$ cat src/rtl/ppudata_port.sv
// ---------------------------------------------------------------------------
// ppudata_port
//   CPU-side VRAM access port of the PPU. Provides the PPUADDR ($2006)
//   two-write address latch and PPUDATA ($2007) buffered read / write with
//   auto-increment. Nametable accesses are folded onto the 2KB VRAM through
//   the cartridge mirroring mode. Each access is carried out on VRAM port 2
//   on a cycle that has both the PPU clock enable and the arbiter grant.
//
// Ports
//   clk, rst     system clock, asynchronous active-high reset
//   clk_en       PPU clock enable; VRAM commits only on cycles where it is high
//   reg_sel      CPU register index ($2000 + reg_sel)
//   reg_wr/rd    one-cycle CPU write / read strobes
//   cpu_wdata    CPU write data
//   inc32        address step select: 32 when high, else 1
//   mirror       0 horizontal, 1 vertical, 2 single-lo, 3 single-hi
//   vram_gnt     arbiter grant for VRAM port 2
//   vram_rdata   VRAM port 2 read data (combinational from vram_addr)
//   vram_addr    VRAM port 2 address (registered, latched with the access)
//   vram_we      VRAM port 2 write enable
//   vram_wdata   VRAM port 2 write data (registered)
//   vram_req     access pending, request to the arbiter
//   cpu_rdata    PPUDATA read buffer
//   ppu_addr     current v address
//   busy         an access is in flight
// ---------------------------------------------------------------------------
module ppudata_port #(
  parameter int VRAM_AW = 11,
  parameter int PPU_AW  = 14
) (
  input  logic               clk,
  input  logic               rst,
  input  logic               clk_en,
  input  logic [2:0]         reg_sel,
  input  logic               reg_wr,
  input  logic               reg_rd,
  input  logic [7:0]         cpu_wdata,
  input  logic               inc32,
  input  logic [1:0]         mirror,
  input  logic               vram_gnt,
  input  logic [7:0]         vram_rdata,
  output logic [VRAM_AW-1:0] vram_addr,
  output logic               vram_we,
  output logic [7:0]         vram_wdata,
  output logic               vram_req,
  output logic [7:0]         cpu_rdata,
  output logic [PPU_AW-1:0]  ppu_addr,
  output logic               busy
);

  typedef enum logic [1:0] {
    IDLE    = 2'd0,
    WR_PEND = 2'd1,
    RD_PEND = 2'd2
  } state_t;

  localparam logic [PPU_AW-1:0] STEP_1  = PPU_AW'(1);
  localparam logic [PPU_AW-1:0] STEP_32 = PPU_AW'(32);

  state_t               state_r;
  logic [PPU_AW-1:0]    ppu_addr_r;
  logic [PPU_AW-1:0]    acc_addr_r;   // address of the access in flight
  logic                 w_r;          // $2006 write toggle
  logic [7:0]           rd_buf_r;
  logic [VRAM_AW-1:0]   vram_addr_r;
  logic [7:0]           vram_wdata_r;
  logic                 we_arm_r;     // write pending, waiting for a grant
  logic                 vram_req_r;
  logic                 busy_r;

  logic                 data_wr_s;
  logic                 data_rd_s;
  logic                 addr_wr_s;
  logic                 stat_rd_s;
  logic                 commit_s;

  // Nametable window: $2000-$2FFF and its $3000-$3EFF mirror; palette excluded.
  function automatic logic is_vram(input logic [PPU_AW-1:0] a);
    logic hit;
    hit = (a[13:12] == 2'b10) || ((a[13:12] == 2'b11) && (a[11:8] != 4'hF));
    return hit;
  endfunction

  // Fold the 4 logical nametables onto 2 physical ones.
  function automatic logic [VRAM_AW-1:0] map_vram(input logic [PPU_AW-1:0] a,
                                                  input logic [1:0]        m);
    logic mbit;
    case (m)
      2'd0:    mbit = a[11];
      2'd1:    mbit = a[10];
      2'd2:    mbit = 1'b0;
      2'd3:    mbit = 1'b1;
      default: mbit = 1'b0;
    endcase
    return {mbit, a[VRAM_AW-2:0]};
  endfunction

  // Auto-increment, wrapping naturally at the top of the 14-bit space.
  function automatic logic [PPU_AW-1:0] step_addr(input logic [PPU_AW-1:0] a,
                                                  input logic              big);
    logic [PPU_AW-1:0] nxt;
    if (big) begin
      nxt = a + STEP_32;
    end else begin
      nxt = a + STEP_1;
    end
    return nxt;
  endfunction

  assign data_wr_s = reg_wr && (reg_sel == 3'd7);
  assign data_rd_s = reg_rd && (reg_sel == 3'd7);
  assign addr_wr_s = reg_wr && (reg_sel == 3'd6);
  assign stat_rd_s = reg_rd && (reg_sel == 3'd2);
  assign commit_s  = clk_en && vram_gnt;

  // Address latch, access FSM and read buffer.
  always_ff @(posedge clk or posedge rst) begin
    if (rst) begin
      state_r      <= IDLE;
      ppu_addr_r   <= '0;
      acc_addr_r   <= '0;
      w_r          <= 1'b0;
      rd_buf_r     <= 8'h00;
      vram_addr_r  <= '0;
      vram_wdata_r <= 8'h00;
      we_arm_r     <= 1'b0;
      vram_req_r   <= 1'b0;
      busy_r       <= 1'b0;
    end else begin
      if (stat_rd_s) begin
        w_r <= 1'b0;
      end

      // $2006 is honoured even while busy; a completing access below
      // overwrites ppu_addr with its own incremented address.
      if (addr_wr_s) begin
        if (!w_r) begin
          ppu_addr_r[PPU_AW-1:8] <= cpu_wdata[PPU_AW-9:0];
          w_r                    <= 1'b1;
        end else begin
          ppu_addr_r[7:0] <= cpu_wdata;
          w_r             <= 1'b0;
        end
      end

      case (state_r)
        IDLE: begin
          if (data_wr_s) begin
            acc_addr_r  <= ppu_addr_r;
            vram_addr_r <= map_vram(ppu_addr_r, mirror);
            if (is_vram(ppu_addr_r)) begin
              vram_wdata_r <= cpu_wdata;
              we_arm_r     <= 1'b1;
              vram_req_r   <= 1'b1;
              busy_r       <= 1'b1;
              state_r      <= WR_PEND;
            end else begin
              // CHR / palette writes are not handled by this port.
              ppu_addr_r <= step_addr(ppu_addr_r, inc32);
            end
          end else if (data_rd_s) begin
            acc_addr_r  <= ppu_addr_r;
            vram_addr_r <= map_vram(ppu_addr_r, mirror);
            if (is_vram(ppu_addr_r)) begin
              vram_req_r <= 1'b1;
              busy_r     <= 1'b1;
              state_r    <= RD_PEND;
            end else begin
              rd_buf_r   <= 8'h00;
              ppu_addr_r <= step_addr(ppu_addr_r, inc32);
            end
          end
        end

        WR_PEND: begin
          if (commit_s) begin
            ppu_addr_r <= step_addr(acc_addr_r, inc32);
            we_arm_r   <= 1'b0;
            vram_req_r <= 1'b0;
            busy_r     <= 1'b0;
            state_r    <= IDLE;
          end
        end

        RD_PEND: begin
          if (commit_s) begin
            rd_buf_r   <= vram_rdata;
            ppu_addr_r <= step_addr(acc_addr_r, inc32);
            vram_req_r <= 1'b0;
            busy_r     <= 1'b0;
            state_r    <= IDLE;
          end
        end

        default: begin
          we_arm_r   <= 1'b0;
          vram_req_r <= 1'b0;
          busy_r     <= 1'b0;
          state_r    <= IDLE;
        end
      endcase
    end
  end

  // The write enable is gated by the live grant so that a revoked grant
  // never leaves a write enable asserted on a port the renderer owns.
  assign vram_we    = we_arm_r && vram_gnt;
  assign vram_addr  = vram_addr_r;
  assign vram_wdata = vram_wdata_r;
  assign vram_req   = vram_req_r;
  assign cpu_rdata  = rd_buf_r;
  assign ppu_addr   = ppu_addr_r;
  assign busy       = busy_r;

endmodule

$ cat config.mk
export PLATFORM = sky130hd
export DESIGN_NAME = ppudata_port
export DESIGN_NICKNAME = d
export VERILOG_FILES = /design/src/rtl/ppudata_port.sv
export SDC_FILE = /design/constraint.sdc
export NUM_CORES = 1
export LEC_CHECK = 0
export BUFFER_PORTS_ARGS = -buffer_cell sky130_fd_sc_hd__buf_4
export CAP_MARGIN = 15
export CORE_MARGIN = 2
export CORE_UTILIZATION = 50
export CTS_CLUSTER_SIZE = 24
export DETAILED_ROUTE_END_ITERATION = 6
export GPL_TIMING_DRIVEN = 0
export PLACE_DENSITY = 0.75
export REMOVE_ABC_BUFFERS = 1
export SLEW_MARGIN = 10
export SYNTH_ARGS = -nofsm -noshare
export SYNTH_HDL_FRONTEND = slang
export SYNTH_SLANG_ARGS = --single-unit
$ cat constraint.sdc
create_clock -name clk -period 2.05 [get_ports clk]
set_input_delay 0.205 -clock clk [delete_from_list [all_inputs] [get_ports clk]]
set_output_delay 0.205 -clock clk [all_outputs]
set_load 0.01 [all_outputs]
==> out/metrics.cfg <==
[yosys]
yosys_register_bits = 51
ranking_of_synthesized_cells_by_area = dfrtp_1 41%, mux2_2 7.2%, mux2i_1 6.1%
area_share_of_the_largest_cell_type_after_synthesis_pct = 40.69
synth_enable_flop_cells = 0
yosysSeqAreaShare_pct = 40.69
synth_top_cell_by_area = dfrtp_1
netlist_instances = 302
postSynth.topFlopCell = dfrtp_1
synth_warnings = 0
postSynthAreaPerCell_um2 = 10.39
async_reset_ff_share_pct = 100.0
post_synth_instance_area_mm2 = 0.003137
synthDistinctLibCells = 52

[hold_path]
tightest_hold_check_type = primary input to async pin

[sta]
finalClockSkew_ps = 6.643
rsz0062_at_grt = no
final_number_of_max_transition_violations = 0
whs_ps = 2.768
timing.final.hold_violations = 0
finalSetupViolations = 0
totalNegativeSetupSlack_ps = 0
fin_crit_sh_pct = 94.45
maxClockFrequency_ghz = 0.5165
final_period_minus_worst_setup_slack_ps = 1936
transition_time_at_the_pin_with_the_least_slew_margin_ps = 712.2
worst_slack_ps = 113.7
max-slew-margin-rel_pct = 52.45

[finish]
design.final.nets = 398
diodes = 0
postLayoutCellArea_mm2 = 0.003819
drive_gt1_share_pct = 33.61
syn_to_final_growth_pct = 21.74

[route]
via_count = 2481
detail_route.vias_per_cell = 5.664
drc_violation_total_after_the_first_tritonroute_iteration = 128
postRouteWirelength_um = 7338
drt-wirelength-per-cell_um = 16.75
drt.antenna.violating_nets = 0
drc = 0
drt_pass1_iterations = 4

[die]
die_area_mm2 = 0.006923
chipHeight_um = 83.21
ios = 72
initial_utilization_pct = 52.36
row_count = 28
core_region_area_mm2 = 0.005991
dieWidth_um = 83.21

[cts]
clock_tree.root_cell = clkbuf_8
clk_pin_slew_worst_paths_ps = 100
clock_latency_ps = 310
ctsLongestPathBuffers = 2
number_of_buffers_added_by_the_clock_tree_synthesis_step = 5
tritoncts = done
htree_num_levels = 2
cts.hold.buffers_added = 0
cts.sinks = 51

[critical_path]
worstPathArrival_ps = 2140
worst_r2r_path_depth = 4
critPathKind = flip-flop to flip-flop
r2r_slack_ps = 110
critical_path.endpoint_type = flip-flop
worst_ep_required_time_ps = 2250
timing.rr.start = ppu_addr[10]
reg2reg_to = vram_wdata[4]
worst-path-max-fanout = 9
timing.critical_path.from_type = flip-flop

[grt]
grt_util_all_layers_pct = 21.29
grt.overflow.total = 0
grt_pass1_vias = 2453
first_pass_grt_wire_length_um = 12030
pin_count_of_the_biggest_net_entering_global_routing = 32
grt_antenna_before_repair = 0

[placement]
hpwl_um = 5398
placedInstanceArea_mm2 = 0.003679
io_buffers = 71
gp_routability_congestion = 0.8446
worst_slack_after_detailed_placement_ps = -658.8

[pwr]
peakVddDrop_uv = 797.6
p_leak_uw = 0.001774
p_per_area_mw_per_mm2 = 1222

[run]
max_cap_violations = 0

[run_status]
run_status = completed

==> worst max-delay path, cell delays in order (launching register included) <==
cell	delay, ps
dfrtp_1	480
and4_4	240
a21boi_4	350
nand4_2	370
mux2_2	380
==> layer usage <==
| layer | up-vias | track usage (%) | routed length (µm) |
|---|---|---|---|
| li1 | 1193 | - | - |
| met4 | 0 | 5.365 | 69 |
| met1 | 1224 | 28.46 | 3336 |
| met3 | 6 | 3.877 | 304 |
| met5 | - | 0 | 0 |
| met2 | 58 | 35.78 | 3627 |
==> cell type report <==
cell class                      instances  area, µm²
Clock buffer                            5      68.82
Clock inverter                          3      23.77
Fill cell                             495       2172
Inverter                               16      60.06
Multi-Input combinational cell        215       1724
Sequential cell                        51       1276
Tap cell                               75      93.84
Timing Repair Buffer                   73      571.8
==> cells in the mapped netlist, types with 3 or more instances <==
| cell | instances |
|---|---|
| a21oi_1 | 7 |
| a221o_1 | 3 |
| a22oi_1 | 8 |
| and3_1 | 4 |
| buf_2 | 4 |
| buf_4 | 10 |
| clkbuf_1 | 5 |
| dfrtp_1 | 51 |
| ha_1 | 8 |
| inv_1 | 16 |
| mux2_2 | 20 |
| mux2i_1 | 19 |
| nand2_1 | 28 |
| nand2b_1 | 4 |
| nand3_1 | 12 |
| nand4_1 | 3 |
| nor2_1 | 11 |
| nor2b_1 | 3 |
| nor3_1 | 3 |
| o21ai_0 | 15 |
| o22ai_1 | 5 |
| o32ai_1 | 3 |
| xnor2_1 | 13 |
| xor2_1 | 12 |
==> power breakdown <==
part | total [µW] | switching (µW) | internal [µW]
registers | 1910 | 509 | 1400
clock network | 616 | 371 | 245
logic | 2140 | 1000 | 1140
total | 4670 | 1880 | 2790
==> kinds of logic after synthesis <==
| family | after synthesis | synth area share [%] |
|---|---|---|
| adder cells (fa/ha/maj) | 8 | 3.191 |
| multiplexers | 39 | 13.24 |
| AND/OR/NAND/NOR | 87 | 16.43 |
| flip-flops | 51 | 40.69 |
| XOR/XNOR | 25 | 6.980 |
| buffers and inverters | 36 | 5.983 |
| AO/OA/AOI/OAI | 56 | 13.48 |
==> per-stage QoR <==
step           total power (µW)  utilization (%)  instances
2_1_floorplan              3043                -        282
3_3_place_gp               3920            60.69        428
3_5_place_dp               4009            61.40        430
4_1_cts                    4666            63.39        438
5_1_grt                    4987            63.74        438
6_report                   4667            63.74        438
==> sequential cells by signal, summed over array words and instances (netlist names) <==
| signal | count |
|---|---|
| acc_addr_r | 14 |
| busy | 1 |
| cpu_rdata | 8 |
| ppu_addr | 14 |
| state_r | 2 |
| vram_addr | 1 |
| vram_req | 1 |
| vram_wdata | 8 |
| w_r | 1 |
| we_arm_r | 1 |
==> cell usage in the layout, fill, tap and decap left out, types with 3 or more instances in the layout <==
| cell | instances |
|---|---|
| a21oi_1 | 7 |
| a221o_1 | 3 |
| a22oi_1 | 8 |
| and3_1 | 4 |
| buf_4 | 71 |
| clkbuf_8 | 5 |
| dfrtp_1 | 51 |
| ha_1 | 7 |
| inv_1 | 15 |
| mux2_2 | 20 |
| mux2i_1 | 19 |
| nand2_1 | 27 |
| nand2b_1 | 4 |
| nand3_1 | 12 |
| nand4_1 | 3 |
| nor2_1 | 11 |
| nor2b_1 | 3 |
| nor3_1 | 3 |
| o21ai_0 | 15 |
| o22ai_1 | 5 |
| xnor2_1 | 13 |
| xor2_1 | 12 |
==> timing repair <==
item                       CTS  global route
setup endpoints to repair   29             7
buffers inserted             0             0
pin swaps                    0             1
cloned                       0             0
gates resized for setup      6             4
==> worst max-delay path by stage <==
stage / end / from / depth (start not counted) / slack (ps)
global placement: ppu_addr[7] / state_r[1] / 6 / -790
global route: vram_wdata[7] / ppu_addr[10] / 4 / 10
finish: vram_wdata[4] / ppu_addr[10] / 4 / 110
floorplan: ppu_addr[7] / state_r[1] / 6 / -190
detailed placement: ppu_addr[1] / state_r[1] / 6 / -660
CTS: ppu_addr[7] / state_r[1] / 8 / 10
No activity file was read; power rests on OpenSTA's default activity.
